$ cat src/rtl/pc_sequencer.sv
// Program counter and fetch sequencer: fetches over a req/ack handshake, holds the
// instruction for execute, and picks the next PC (sequential, branch, call, return, halt).
module pc_sequencer #(
    parameter int              PC_W        = 16,
    parameter logic [PC_W-1:0] RESET_PC    = '0,
    parameter int              STACK_DEPTH = 4
) (
    input  logic            clk,
    input  logic            rst_n,
    input  logic            start,
    output logic [PC_W-1:0] imem_addr,
    output logic            imem_req,
    input  logic            imem_ack,
    input  logic [PC_W-1:0] imem_data,
    output logic [PC_W-1:0] ir,
    output logic            ir_valid,
    input  logic            exec_done,
    input  logic            is_branch,
    input  logic            jump,
    input  logic            branch_rel,
    input  logic [PC_W-1:0] branch_target,
    input  logic            is_call,
    input  logic            is_ret,
    input  logic            is_halt,
    output logic            halted,
    output logic            stack_err,
    output logic [1:0]      state_dbg
);

    localparam int IDX_W = $clog2(STACK_DEPTH);
    localparam int SP_W  = IDX_W + 1;

    typedef enum logic [1:0] {
        IDLE  = 2'd0,
        FETCH = 2'd1,
        EXEC  = 2'd2,
        HALT  = 2'd3
    } state_t;

    state_t            state, state_nxt;
    logic [PC_W-1:0]   pc;
    logic [PC_W-1:0]   stack [STACK_DEPTH];
    logic [SP_W-1:0]   sp;

    logic [PC_W-1:0]   pc_inc;
    logic [PC_W-1:0]   branch_dest;
    logic [SP_W-1:0]   sp_dec;
    logic              stack_full;
    logic              stack_empty;
    logic              retire;

    // Handshake: imem_req is held with a stable imem_addr until the cycle imem_ack=1;
    // that cycle transfers imem_data. exec_done likewise marks the one cycle in EXEC
    // where the decode inputs are valid and consumed.
    assign pc_inc      = pc + PC_W'(1);
    assign branch_dest = branch_rel ? (pc_inc + branch_target) : branch_target;
    assign sp_dec      = sp - SP_W'(1);
    assign stack_full  = (sp == SP_W'(STACK_DEPTH));
    assign stack_empty = (sp == '0);
    assign retire      = (state == EXEC) && exec_done;

    always_ff @(posedge clk or negedge rst_n) begin
        if (!rst_n) begin
            state <= IDLE;
        end else begin
            state <= state_nxt;
        end
    end

    always_comb begin
        state_nxt = state;
        case (state)
            IDLE:    if (start)     state_nxt = FETCH;
            FETCH:   if (imem_ack)  state_nxt = EXEC;
            EXEC:    if (exec_done) state_nxt = is_halt ? HALT : FETCH;
            HALT:    if (start)     state_nxt = FETCH;
            default:                state_nxt = IDLE;
        endcase
    end

    always_comb begin
        imem_addr = pc;
        imem_req  = (state == FETCH);
        ir_valid  = (state == EXEC);
        halted    = (state == HALT);
        state_dbg = state;
    end

    // Next-PC priority: halt, return, call, taken branch, sequential.
    always_ff @(posedge clk or negedge rst_n) begin
        if (!rst_n) begin
            pc        <= RESET_PC;
            ir        <= '0;
            sp        <= '0;
            stack_err <= 1'b0;
            for (int i = 0; i < STACK_DEPTH; i++) stack[i] <= '0;
        end else begin
            if ((state == FETCH) && imem_ack) ir <= imem_data;
            if (retire) begin
                if (is_halt) begin
                    pc <= pc_inc;
                end else if (is_ret) begin
                    if (!stack_empty) begin
                        pc <= stack[sp_dec[IDX_W-1:0]];
                        sp <= sp_dec;
                    end else begin
                        stack_err <= 1'b1;
                        pc        <= pc_inc;
                    end
                end else if (is_call) begin
                    if (!stack_full) begin
                        stack[sp[IDX_W-1:0]] <= pc_inc;
                        sp                   <= sp + SP_W'(1);
                    end else begin
                        stack_err <= 1'b1;
                    end
                    pc <= branch_dest;
                end else if (is_branch && jump) begin
                    pc <= branch_dest;
                end else begin
                    pc <= pc_inc;
                end
            end
        end
    end

endmodule
$ cat config.mk
export PLATFORM = sky130hd
export DESIGN_NAME = pc_sequencer
export DESIGN_NICKNAME = d
export VERILOG_FILES = /design/src/rtl/pc_sequencer.sv
export SDC_FILE = /design/constraint.sdc
export NUM_CORES = 1
export LEC_CHECK = 0
export ABC_AREA = 1
export CAP_MARGIN = 20
export CORE_MARGIN = 1
export CORE_UTILIZATION = 35
export CTS_CLUSTER_SIZE = 24
export DETAILED_ROUTE_END_ITERATION = 12
export HOLD_SLACK_MARGIN = 0.05
export PLACE_DENSITY_LB_ADDON = 0.08
export SETUP_SLACK_MARGIN = 0.3
export SLEW_MARGIN = 20
export SYNTH_ARGS = -nofsm -noshare
export SYNTH_HDL_FRONTEND = slang
export SYNTH_SLANG_ARGS = --single-unit
$ cat constraint.sdc
create_clock -name clk -period 3.15 [get_ports clk]
set_input_delay 0.63 -clock clk [delete_from_list [all_inputs] [get_ports clk]]
set_output_delay 0.63 -clock clk [all_outputs]
set_load 0.05 [all_outputs]
---- Yosys cells after proc, flatten, opt, wreduce, memory -nomap -nowiden ----
Cells that the tools add are included.
W data, S select, Z words.
cells by class
  add/subtract/negate cells ............... 4
  muxes and demuxes ....................... 25
  magnitude comparators ................... 3
  eq/ne operators ......................... 10
  bitwise gates (word level) .............. 5
  reductions and logical operators ........ 13
operators with widths
  cell                     number
  $mux W16                 9
  $bwmux W64               1
  $bmux W16 S2             1
  $demux W16 S2            1
  $add A16 B1 Y16 const B  1
  $add A16 B16 Y16         1
  $reduce_and A5 Y1        3
  $mux W3                  4
  $mux W2                  4
  $ne A2 B1 Y1 const B     4
  $ge A3 B3 Y1 const B     2
  $not A2 Y3               2
  $pmux W2 S3              1
  $eq A2 B2 Y1 const B     2
  $logic_and A1 B1 Y1      4
  $mux W1                  4
  $ne A2 B2 Y1 const B     2
  $reduce_bool A2 Y1       2
  $add A3 B1 Y3 const B    1
  $eq A3 B3 Y1 const B     1
  $logic_not A3 Y1         1
  $lt A3 B1 Y1 const B     1
  $not A1 Y1               3
  $reduce_and A3 Y1        1
  other kinds (4)          4
storage, ports and cells
  input bits .............................. 43
  word-level logic and storage cells ...... 69
  output and inout bits ................... 38
  bits in registers ....................... 102

---- Logic depth before layout (Yosys ltp) ----
  word-level depth ........................ 8
  mapped depth ............................ 24
  depth with buffers taken out ............ 24

---- Worst setup path before layout ----
Ideal clock, no wire load.
  kind .................................... reg-to-reg
  start ................................... reg pc[0] (netlist: imem_addr[0])
  end ..................................... reg pc[15] (netlist: imem_addr[15])
  path buffers ............................ 0
  data required time ...................... 3.032 ns
  stages on the path, launching flop included .. 22
  arrival time ............................ 2.791 ns
  library setup time ...................... 0.118 ns
  setup slack ............................. 0.241 ns
  clock period less this slack ............ 2.909 ns
  path through ............................ dfrtp_1 -> ha_1 -> inv_1 -> nor2_2 -> nand3_2 -> nor2_2 -> nand3_1 -> nand2_2 -> inv_2 -> ha_1 -> nand2_1 -> nor2_1 -> and2_1 -> nand2_1 -> nand2_1 -> nand3_1 -> nand3_1 -> nand2_1 -> nand2_1 -> nand2_1 -> nand2_1 -> nand2_1
between the ends
  cells in the longest elaborated chain, start to end .. 7
  elaborated cells on any way between the ends .. 8
  those cells by class .................... add/sub (2); mux (6)
RTL lines
  what                    line  text
  start, declared         41    logic [PC_W-1:0] pc;
  start signal, assigned  101   pc <= pc_inc;
  start signal, assigned  104   pc <= stack[sp_dec[IDX_W-1:0]];
  start signal, assigned  108   pc <= pc_inc;
  $add A16 B1 Y16 (*)     55    assign pc_inc = pc + PC_W'(1);
  via pc_inc[12]          45    logic [PC_W-1:0] pc_inc;
  $add A16 B16 Y16 (*)    56    assign branch_dest = branch_rel ? (pc_inc + branch_target) : branch_target;
  $mux W16 (*)            56
  $mux W16                118   end else if (is_branch && jump) begin
  $mux W16 (*)            110   end else if (is_call) begin
  $mux W16 (*)            102   end else if (is_ret) begin
  $mux W16 (*)            100   if (is_halt) begin
The timed path passes the listed nets; every way through them passes the cells marked *.
A chain may end at the register's enable or synchronous reset.

---- Worst setup path after layout ----
  start ................................... reg pc[0] (netlist: imem_addr[0])
  end ..................................... reg pc[11] (netlist: imem_addr[11])
The elaborated chain is that of the path after synthesis.

==> flow_summary.json <==
{
  "arrival_ns": 2.88,
  "netlist_instances": 877,
  "p_total_uw": 8460,
  "power_density_nw_per_um2": 1030,
  "cts_tree": "done",
  "multi_input_area_um2": 3530,
  "synth_cell_types": 49,
  "final_nets": 1054,
  "diodes": 0,
  "vias_per_cell": 4.90,
  "antenna_found_initial": 0,
  "crit_type": "flip-flop to flip-flop",
  "clk_pin_slew_ns": 0.08,
  "leakage_uw": 0.00405,
  "yosysSeqAreaShare": 0.392,
  "nFillCells": 1886,
  "cts_num_sinks": 102,
  "core_area_um2": 18100,
  "crit_path_end_kind": "flip-flop",
  "yosys_warnings": 0,
  "crit_chain": "buf_4 > ha_2 > nand3_2 > xor2_2 > ha_1 > nand2_1 > inv_1 > a21oi_1 > nand2_1 > nand2_1 > nand2_1 > nor2_1 > nor2_1 > nand2_1 > nand2_1 > nand2_1 > nand2_1 > nand2_1 > o21ai_1",
  "htree_num_levels": 3,
  "ys_ff_latch": 102,
  "fp-row-count": 49,
  "grt_first_pass_wirelength_mm": 31.4,
  "synth_edf_count": 0,
  "worstSetupStartpointType": "flip-flop",
  "avgSynthCellArea_um2": 7.43,
  "finalClockSkew_ns": 0.00739,
  "drv_slew": 0,
  "cp_max_fo": 4,
  "yosys-top-cells-area": "dfrtp_1 39%, nand2_1 15%, o21ai_0 7.6%, ha_1 6.0%, inv_1 5.8%",
  "postCtsHoldBufs": 0,
  "die_width_um": 138,
  "die_h_um": 138,
  "port_buffers": 80,
  "min_period_ns": 2.66,
  "synth_nets": 952,
  "final_antenna_net_count": 0,
  "rsz0062_at_grt": "false",
  "clockRootBuffer": "clkbuf_16",
  "synth_most_common_cell": "nand2_1",
  "maxCapViolations": 0,
  "final_area_um2": 8230,
  "cts_max_path_buffers": 2,
  "crit_top_cell": "nand2_1",
  "max_freq_mhz": 376,
  "drcViolationCount": 0,
  "die_area_um2": 19200,
  "place_hpwl_mm": 14.6,
  "gp_congestion": 0.805,
  "initial_core_util": 0.360,
  "tightestPinTransition_ns": 0.700,
  "drive_gt1_frac": 0.140,
  "setup_violations": 0,
  "grt_max_degree": 48,
  "max_stage_delay_ns": 0.43,
  "initialDrtViolationCount": 374,
  "synth_common_cells": "255 x nand2_1, 102 x dfrtp_1, 101 x inv_1, 99 x o21ai_0, 51 x a21oi_1",
  "cp_slowest_cell": "dfrtp_2",
  "wirelength_mm": 19.6,
  "irDropWorstVdd_mv": 0.413,
  "crit_family": "simple AND/OR/NAND/NOR gates",
  "layout.cells.non_filler": 1213,
  "synth_top_area_cell": "dfrtp_1",
  "ios": 81,
  "grt_pass1_vias": 5596,
  "hp-class": "primary input to async pin",
  "syn_to_final_growth_pct": 26.3,
  "grt_util_all_layers": 0.210,
  "first_pass_iters": 4,
  "timing.final.crit_share": 0.844,
  "drt-wirelength-per-cell_um": 16.2,
  "seqCellArea_um2": 2560,
  "vias": 5949,
  "synth-async-reset-ratio": 1.00,
  "synth_top_cell_area_share": 0.392,
  "cts-buffers-inserted": 9,
  "dp_cells": 1192,
  "crit_buf_inv": 2,
  "cp_data_required_time_ns": 3.38,
  "clkLatencyLatePin_ns": 0.36,
  "dpl_cell_area_um2": 7730,
  "hold_viol": 0,
  "syn-cell-area_um2": 6510,
  "grt_overflow": 0,
  "synth_top_flop_cell": "dfrtp_1",
  "setup_tns_ns": 0,
  "timing.slew.headroom": 0.532,
  "status": "finished, final reports clean"
}
-- final timing paths --
check | from | to | slack, ns | cells past startpoint
setup / recovery | imem_addr[0] | imem_addr[11] | 0.49 | 19
hold / removal | rst_n | imem_addr[3] | 0.31 | 1
setup reg to reg | imem_addr[0] | imem_addr[11] | 0.49 | 19
hold reg to reg | stack_err | stack_err | 0.47 | 1
max in group asynchronous | rst_n | stack[14] | 2.13 | 2
min in group clk | stack_err | stack_err | 0.47 | 1
-- per-layer routing --
metal,part of all wire,vias to the layer above,track usage
li1,-,3041,-
met1,0.50,2802,0.302
met2,0.46,94,0.336
met3,0.030,12,0.0204
met4,0.0090,0,0.0562
met5,0,-,0
-- stage by stage --
step                worst slack, ns  hold WS [ns]  utilization
floorplan                     0.306         0.334            -
global placement              0.261         0.448        0.428
detailed placement            0.248         0.452        0.428
CTS                           0.323         0.326        0.446
global route                  0.268         0.361        0.455
finish                        0.492         0.313        0.455
-- cell usage in the layout (no fill, tap or decap), types with 9 or more instances in the layout --
| master | count |
|---|---|
| buf_4 | 40 |
| mux2_2 | 16 |
| o21ai_1 | 14 |
| o21ai_0 | 98 |
| inv_1 | 101 |
| clkbuf_16 | 9 |
| inv_2 | 12 |
| clkdlybuf4s50_1 | 79 |
| nor2_1 | 47 |
| a21oi_1 | 47 |
| ha_1 | 26 |
| nand2_1 | 252 |
| nand3_1 | 33 |
| dfrtp_1 | 98 |
| nand2_2 | 10 |
-- flip-flops by register name, summed over array words and instances, names as in the netlist --
| signal | count |
|---|---|
| sp | 3 |
| stack | 64 |
| state_dbg | 2 |
| imem_addr | 16 |
| stack_err | 1 |
| ir | 16 |
-- power by group --
part           total (uW)  switching [uW]  internal, uW
clock                1190             539           653
sequential           2120             349          1770
combinational        5150            3320          1830
total                8460            4210          4250
-- worst reg2reg max path: stages, from the launching register on --
cell     delay, ns
dfrtp_2       0.43
buf_4         0.15
ha_2          0.18
nand3_2       0.10
xor2_2        0.24
ha_1          0.31
nand2_1       0.13
inv_1         0.05
a21oi_1       0.13
nand2_1       0.14
nand2_1       0.09
nand2_1       0.06
nor2_1        0.08
nor2_1        0.04
nand2_1       0.09
nand2_1       0.07
nand2_1       0.06
nand2_1       0.04
nand2_1       0.05
o21ai_1       0.06
-- kinds of logic after synthesis --
family,Yosys count,synth area share
xor+xnor,12,0.0184
fa+ha+maj,32,0.0626
flops,102,0.392
mux,18,0.0307
compound gates,196,0.166
buf+inv,145,0.0864
simple gates,372,0.244
-- layout make-up --
class / count / area share
flip-flops and latches: 102 / 0.311
inverters: 116 / 0.0529
clock buffers: 10 / 0.0290
multi-input cells: 630 / 0.429
well taps: 229 / 0.0348
repair buffers: 120 / 0.134
clock inverters: 6 / 0.00943
-- repair_timing --
| item | CTS | global route |
|---|---|---|
| gates cloned | 0 | 0 |
| endpoints found under the setup margin | 1 | 7 |
| pin swaps | 0 | 5 |
| buffers inserted | 3 | 2 |
| resized for setup | 0 | 30 |
Note: power is estimated with default switching activity, not from simulation.
